<file path="src/rtl/uart_pkg.sv">
// Shared UART definitions: state encoding, parity modes,
// line levels and the parity helper.
package uart_pkg;

  typedef enum logic [2:0] {
    S_IDLE   = 3'd0,
    S_START  = 3'd1,
    S_DATA   = 3'd2,
    S_PARITY = 3'd3,
    S_STOP   = 3'd4
  } state_e;

  typedef enum logic {
    PAR_EVEN = 1'b0,
    PAR_ODD  = 1'b1
  } par_mode_e;

  localparam logic LINE_IDLE  = 1'b1;
  localparam logic LINE_START = 1'b0;

  // Zero-extension to 9 bits leaves the XOR reduction unchanged.
  function automatic logic calc_par(
    input logic [8:0] d,
    input logic       odd
  );
    return (^d) ^ (odd == PAR_ODD);
  endfunction

endpackage

</file>
<file path="src/rtl/uart_bit_sel.sv">
// Line-level select: maps frame state to the
// level driven onto the serial line.
module uart_bit_sel
  import uart_pkg::*;
(
  input  state_e state,
  input  logic   data_lsb,
  input  logic   par_val,
  output logic   line
);

  // Start is low, data/parity pass through, all else idles high.
  always_comb begin
    line = LINE_IDLE;
    unique case (state)
      S_START:  line = LINE_START;
      S_DATA:   line = data_lsb;
      S_PARITY: line = par_val;
      default:  line = LINE_IDLE;
    endcase
  end

endmodule

</file>
<file path="src/rtl/uart_tx_framer.sv">
// UART transmit framer: valid/ready word in,
// start/data/parity/stop frame out on a registered line.
module uart_tx_framer
  import uart_pkg::*;
#(
  parameter int DATA_WIDTH   = 8,
  parameter int CLKS_PER_BIT = 16
) (
  input  logic                  clk,
  input  logic                  rst,
  input  logic                  tx_valid,
  input  logic [DATA_WIDTH-1:0] tx_data,
  output logic                  tx_ready,
  input  logic                  par_en,
  input  logic                  par_odd,
  input  logic                  stop2,
  output logic                  tx_out,
  output logic                  busy
);

  localparam int BW =
    (CLKS_PER_BIT > 1) ? $clog2(CLKS_PER_BIT) : 1;
  localparam int CW = $clog2(DATA_WIDTH + 1);
  localparam logic [BW-1:0] BAUD_LAST =
    BW'(CLKS_PER_BIT - 1);
  localparam logic [CW-1:0] BIT_LAST =
    CW'(DATA_WIDTH - 1);

  state_e                state_q, state_d;
  logic [BW-1:0]         baud_q, baud_d;
  logic [CW-1:0]         bit_q, bit_d;
  logic [DATA_WIDTH-1:0] shift_q, shift_d;
  logic                  par_q, par_d;
  logic                  pen_q, pen_d;
  logic                  s2_q, s2_d;
  logic                  line_d;
  logic                  accept;
  logic                  baud_done;

  assign tx_ready  = (state_q == S_IDLE) && !rst;
  assign busy      = (state_q != S_IDLE);
  assign accept    = tx_valid && tx_ready;
  assign baud_done = (baud_q == BAUD_LAST);

  // Next-state: FSM, baud divider, bit counter, shifter.
  always_comb begin
    state_d = state_q;
    baud_d  = baud_q;
    bit_d   = bit_q;
    shift_d = shift_q;
    par_d   = par_q;
    pen_d   = pen_q;
    s2_d    = s2_q;
    unique case (state_q)
      S_IDLE: begin
        baud_d = '0;
        bit_d  = '0;
        if (accept) begin
          shift_d = tx_data;
          par_d   = calc_par(9'(tx_data), par_odd);
          pen_d   = par_en;
          s2_d    = stop2;
          state_d = S_START;
        end
      end
      S_START: begin
        if (baud_done) begin
          baud_d  = '0;
          bit_d   = '0;
          state_d = S_DATA;
        end else begin
          baud_d = baud_q + 1'b1;
        end
      end
      S_DATA: begin
        if (baud_done) begin
          baud_d = '0;
          if (bit_q == BIT_LAST) begin
            bit_d   = '0;
            state_d = pen_q ? S_PARITY : S_STOP;
          end else begin
            bit_d   = bit_q + 1'b1;
            shift_d = shift_q >> 1;
          end
        end else begin
          baud_d = baud_q + 1'b1;
        end
      end
      S_PARITY: begin
        if (baud_done) begin
          baud_d  = '0;
          bit_d   = '0;
          state_d = S_STOP;
        end else begin
          baud_d = baud_q + 1'b1;
        end
      end
      S_STOP: begin
        if (baud_done) begin
          baud_d = '0;
          if (s2_q && bit_q == '0) begin
            bit_d = CW'(1);
          end else begin
            bit_d   = '0;
            state_d = S_IDLE;
          end
        end else begin
          baud_d = baud_q + 1'b1;
        end
      end
      default: begin
        state_d = S_IDLE;
        baud_d  = '0;
        bit_d   = '0;
      end
    endcase
  end

  // Line level follows the state being entered, so the
  // start bit appears on the accepting edge.
  uart_bit_sel u_bit_sel (
    .state    (state_d),
    .data_lsb (shift_d[0]),
    .par_val  (par_d),
    .line     (line_d)
  );

  // State, counters, frame latches and line register.
  always_ff @(posedge clk) begin
    if (rst) begin
      state_q <= S_IDLE;
      baud_q  <= '0;
      bit_q   <= '0;
      shift_q <= '0;
      par_q   <= 1'b0;
      pen_q   <= 1'b0;
      s2_q    <= 1'b0;
      tx_out  <= LINE_IDLE;
    end else begin
      state_q <= state_d;
      baud_q  <= baud_d;
      bit_q   <= bit_d;
      shift_q <= shift_d;
      par_q   <= par_d;
      pen_q   <= pen_d;
      s2_q    <= s2_d;
      tx_out  <= line_d;
    end
  end

endmodule
</file>
<file path="config.mk">
export PLATFORM = sky130hd
export DESIGN_NAME = uart_tx_framer
export DESIGN_NICKNAME = d
export VERILOG_FILES = /design/src/rtl/uart_pkg.sv /design/src/rtl/uart_bit_sel.sv /design/src/rtl/uart_tx_framer.sv
export SDC_FILE = /design/constraint.sdc
export NUM_CORES = 1
export LEC_CHECK = 0
export CAP_MARGIN = 20
export CORE_ASPECT_RATIO = 0.5
export CORE_UTILIZATION = 45
export DETAILED_ROUTE_END_ITERATION = 7
export PLACE_DENSITY_LB_ADDON = 0.2
export SLEW_MARGIN = 40
export SYNTH_ARGS = -nofsm -noshare
export SYNTH_HDL_FRONTEND = slang
export SYNTH_SLANG_ARGS = --single-unit
</file>
<file path="constraint.sdc">
create_clock -name clk -period 2 [get_ports clk]
set_clock_uncertainty 0.05 [all_clocks]
set_input_delay 0.5 -clock clk [delete_from_list [all_inputs] [get_ports clk]]
set_output_delay 0.5 -clock clk [all_outputs]
set_load 0.05 [all_outputs]
</file>
# == Word level (Yosys, flattened, before mapping) ==
# Index checks and enable logic that the tools add are counted.
# totals
reg_bits,23
inputBits,14
output_inout_bits,3
word_cells,64
# classes
n_addsub,2
eq_ne,14
n_mux,22
bitwise_logic,2
n_reduce_logical,15
# ops
op,n
$mux 3,8
$mux 8,3
$mux 4,4
$pmux 8 s2,1
$pmux 3 s5,1
$eq 3x2->1 const B,4
$pmux 4 s3,1
$reduce_xor 9->1,1
$add 4x1->4 const B,2
$ne 2x2->1 const B,4
$eq 3x1->1 const B,2
$eq 4x3->1 const B,1
$eq 4x4->1 const B,1
$logic_not 4->1,1
$reduce_and 4->1,1
$reduce_or 4->1,1
$eq 3x3->1 const B,1
$logic_and 1x1->1,3
$logic_not 3->1,1
$mux 1,3
$pmux 1 s3,1
$reduce_and 3->1,1
$reduce_bool 3->1,1
$reduce_or 3->1,1
7 further kinds,7

# == Depth between registers and ports, before layout ==
# logic_depth
ltp_word,7
ltp_mapped,7
mapped_depth_nobuf,7

# == Cells and area by module ==
# A second synthesis with hierarchy kept.
# hier_totals
cells_unflattened,140
area_unflattened_um2,1307.5
# by_module_without_submodules
module,n_inst,cells_per_inst,area_per_inst_um2,seq_area_each_um2
uart_tx_framer,1,136,1278.7,460.4
uart_bit_sel,1,4,28.8,0.0

# == Worst setup path after synthesis ==
# No wires, ideal clock.
# synth_path
kind,flip-flop to flip-flop
start,register state_q[1]
end,register tx_out
setup_time_ps,126
t_arrival_ps,1972
required_ps,1824
path_slack_ps,-148
path_stages_with_launch,7
n_path_buf,1
synth_period_minus_slack_ps,2148
cell_sequence,dfxtp_1 > buf_6 > nor4_4 > nand2_1 > and2_1 > nor4_1 > nor3_1
# synth_between
elab_chain_cells,7
elab_cells_between_ends,23
classes_between,eq/ne: 7; mux: 13; reduce/logical: 3
# synth_lines
element,line,rtl
start: declaration,uart_tx_framer.sv:29,"state_e state_q, state_d;"
start signal: assignment,uart_tx_framer.sv:140,state_q <= state_d;
$logic_not 3->1 *,uart_tx_framer.sv:40,assign tx_ready = (state_q == S_IDLE) && !rst;
$logic_and 1x1->1 *,uart_tx_framer.sv:40,
via tx_ready,uart_tx_framer.sv:13,"output logic tx_ready,"
$logic_and 1x1->1 *,uart_tx_framer.sv:42,assign accept = tx_valid && tx_ready;
$mux 3,uart_tx_framer.sv:58,if (accept) begin
$pmux 3 s5,uart_tx_framer.sv:54,unique case (state_q)
$eq 3x2->1 or $eq 3x1->1 (tied branches),uart_bit_sel.sv:15,unique case (state)
$pmux 1 s3 *,uart_bit_sel.sv:15,
end signal: assignment,uart_tx_framer.sv:147,tx_out <= line_d;
end: declaration,uart_tx_framer.sv:17,"output logic tx_out,"
# Mark *: on every way through the listed nets, which the timed path passes. The rest lies on a longest branch. The select of a mux whose other input is x is not followed.
# A chain may end at the register's enable or synchronous reset.

# == Worst setup path after layout ==
# layout_path
start,register tx_out
end,output tx_out
# No word-level cell between the ends.

==> flow_summary_export.csv <==
group,metric,value,unit
sta,timing.hold.ws,0.3985,ns
detailed_routing,via_count,1064,
setup_path,crit_path_cell_trace,"clkdlybuf4s50_1",
sta,layout_setup_ws,0.07104,ns
global_routing,grt_first_pass_wirelength,4.243,mm
clock_network,htreeDepth,1,
sta,fmax,518.4,MHz
placed_design,gp_congestion,0.7528,
floorplan,die_x,76.24,um
clock_network,cts-hold-fix-buffers,0,
setup_path,path_buf_inv,1,
detailed_routing,wl,2.587,mm
clock_network,cts_sinks,23,
power_and_ir_drop,powerDensity,614.7,mW/mm2
layout,fin_nets,182,
global_routing,grt_usage,18.93,%
setup_path,worstSetupEndpointType,"output port",
sta,max-slew-margin-rel,67.06,%
clock_network,clk_pin_slew,0.08,ns
floorplan,die_y,39.12,um
min_path,worstHoldEndpoint,"baud_q[0]$_SDFF_PP0_",
setup_path,cp_data_arrival_time,1.38,ns
detailed_routing,initialDrtViolationCount,71,
setup_path,reg2reg_depth,6,
setup_path,reg2reg_to,"tx_out$_SDFF_PP1_",
placed_design,portBuffers,16,
logic_synthesis,ys_types,42,
setup_path,cp_max_fo,1,
global_routing,grt_max_degree,22,
layout,final_layout_size_suffix_gt1_share,20.73,%
layout,fin_util,60.96,%
power_and_ir_drop,leakagePower,0.6279,nW
sta,hold_viol_final,0,
logic_synthesis,ys.warnings.count,0,
clock_network,cts_buffer_depth,2,
setup_path,cp_slowest_stage_delay,0.79,ns
floorplan,coreArea,0.002603,mm2
outcome,status,"completed",
sta,period_share,96.45,%
logic_synthesis,synthFlopType,"dfxtp_1",
global_routing,grt_antenna_before_repair,0,
min_path,hold_depth,1,
clock_network,root_buffer,"clkbuf_8",
job,cap_violations,0,
sta,slew_viol_final,0,
setup_path,r2r-start,"baud_q[0]$_SDFF_PP0_",
logic_synthesis,syn_avg_cell_area,8.985,um2
sta,fin_tns_setup,0,ns
clock_network,numCtsBuffers,3,
clock_network,clk-insertion-delay-late,0.27,ns
sta,post-route-min-period,1.929,ns
placed_design,place_inst,196,
logic_synthesis,syn_inst,138,
setup_path,slowest_stage,"clkdlybuf4s50_1",
min_path,holdCritPathClass,"register to register",
floorplan,rows,13,
floorplan,ioPinCount,17,
placed_design,place_ws,-0.2591,ns
logic_synthesis,ys_async_sr_fraction,0,%
logic_synthesis,synth_edf_count,0,
layout,diodes,0,
global_routing,overflow,0,
min_path,min_from,"baud_q[0]$_SDFF_PP0_",
floorplan,dieArea,0.002982,mm2
global_routing,grt_pass1_vias,880,
sta,setup_violations,0,
detailed_routing,vias_per_cell,5.294,
layout,areaGrowthSynthToFinish,27.95,%
setup_path,path_class,"register to output port",
setup_path,startpoint_type,"register",
detailed_routing,drc,0,
logic_synthesis,syn_nets,155,
sta,tightest_slew,0.4925,ns
setup_path,r2r_setup_slack,0.17,ns
detailed_routing,routedWlPerCell,12.87,um
logic_synthesis,synth_area,0.001240,mm2
logic_synthesis,synth-seq-cells,23,
setup_path,worstPathRequired,1.45,ns
floorplan,initial_core_util,47.64,%
setup_path,crit_family,"buffers and inverters",
clock_network,cts_tree,"built",
layout,regArea,460.4,um2
layout,fillCellCount,240,
detailed_routing,drt_first_pass_iters,4,
logic_synthesis,seq_area_frac_synth,37.13,%
detailed_routing,ant_nets,0,
layout,multiInputGateArea,753.2,um2
placed_design,dp_hpwl,1.917,mm
layout,stdcell_count,201,
sta,rsz0062_at_grt,"false",
power_and_ir_drop,ir_worst_vdd,335.6,uV
-- layout by cell type (no fill, tap or decap), types with 4 or more instances in the layout --
cell	count
nor2_1	12
buf_4	14
a21oi_1	12
clkdlybuf4s50_1	11
a22oi_1	6
xnor2_1	4
nand2_1	13
dfxtp_1	23
nand3_1	6
nand3b_1	6
-- synth_stat cells (2+ instances only) --
master    number  area, um2
and3_1         3      18.77
nand2_1       14      52.55
nand3_1        6      30.03
dfxtp_1       23      460.4
xor2_1         2      17.52
buf_6          2      22.52
clkbuf_1       3      11.26
xnor3_1        2      45.04
xnor2_1        4      35.03
and2_1         3      18.77
inv_1          3      11.26
nor2_1        13      48.80
nand3b_1       6      45.04
a22oi_1        6      45.04
and3b_1        2      17.52
o21ai_0        3      15.01
a21oi_1       12      60.06
nor3b_1        3      22.52
nor3_1         2      10.01
ha_1           3      37.54
nand4_1        2      12.51
-- state kept, by name (all words and copies together) (netlist names) --
name and count:
bit_q 4, tx_out 1, state_q 3, baud_q 4, pen_q 1, par_q 1, s2_q 1, shift_q 8
-- routing by layer --
layer  GRT usage [%]  part of all wire, %  vias up
li1                -                    -      550
met1           24.55                   50      492
met2           30.63                   45       17
met3           5.882                  4.3        5
met4           5.769                  1.1        0
met5               0                    0        -
-- report_power, final --
| group | total, mW | switching [mW] | internal (mW) | leakage, nW |
|---|---|---|---|---|
| Clock | 0.291 | 0.151 | 0.139 | 0.0255 |
| Combinational | 0.196 | 0.0911 | 0.105 | 0.415 |
| Sequential | 0.489 | 0.0123 | 0.476 | 0.187 |
-- stage by stage --
step	total power, mW	area [um2]
2_1_floorplan	0.6177	1272
3_3_place_gp	0.6886	1524
3_5_place_dp	0.6908	1524
4_1_cts	0.9871	1577
5_1_grt	1.027	1587
6_report	0.9752	1587
-- repair_timing --
| item | in CTS | in global routing |
|---|---|---|
| pin swaps | 0 | 2 |
| gates resized for setup | 1 | 4 |
| setup endpoints to repair | 1 | 1 |
| setup buffers | 1 | 0 |
-- how the worst max path moves through the flow --
stage | startpoint | end | slack [ns] | depth (start not counted)
floorplan | rst | tx_out$_SDFF_PP1_ | -0.09 | 5
global placement | tx_data[4] | tx_out$_SDFF_PP1_ | -0.24 | 6
detailed placement | tx_data[3] | tx_out$_SDFF_PP1_ | -0.26 | 6
CTS | tx_data[3] | tx_out$_SDFF_PP1_ | 0.03 | 6
global route | bit_q[0]$_SDFFE_PP0P_ | tx_out$_SDFF_PP1_ | 0.003 | 7
finish | tx_out$_SDFF_PP1_ | tx_out | 0.07 | 1
-- logic make-up (layout without fill, tap and decap cells) --
| family | count (synthesis) | count (layout) | share of synthesized area [%] |
|---|---|---|---|
| and+or+nand+nor | 65 | 65 | 31.59 |
| AOI/OAI and AO/OA | 28 | 28 | 14.94 |
| DFF | 23 | 23 | 37.13 |
| buffers and inverters | 10 | 36 | 4.641 |
| xor gates and xnor gates | 8 | 8 | 7.871 |
| adders and majority gates | 3 | 3 | 3.028 |
| muxes | 1 | 1 | 0.8073 |
-- layout make-up --
type	instances	area share [%]
Inverter	3	0.7098
Clock buffer	3	2.603
Sequential cell	23	29.02
Timing Repair Buffer	29	16.96
Multi-Input combinational cell	105	47.48
Clock inverter	1	0.3155
Tap cell	37	2.918
(Power assumes the default switching activity.)
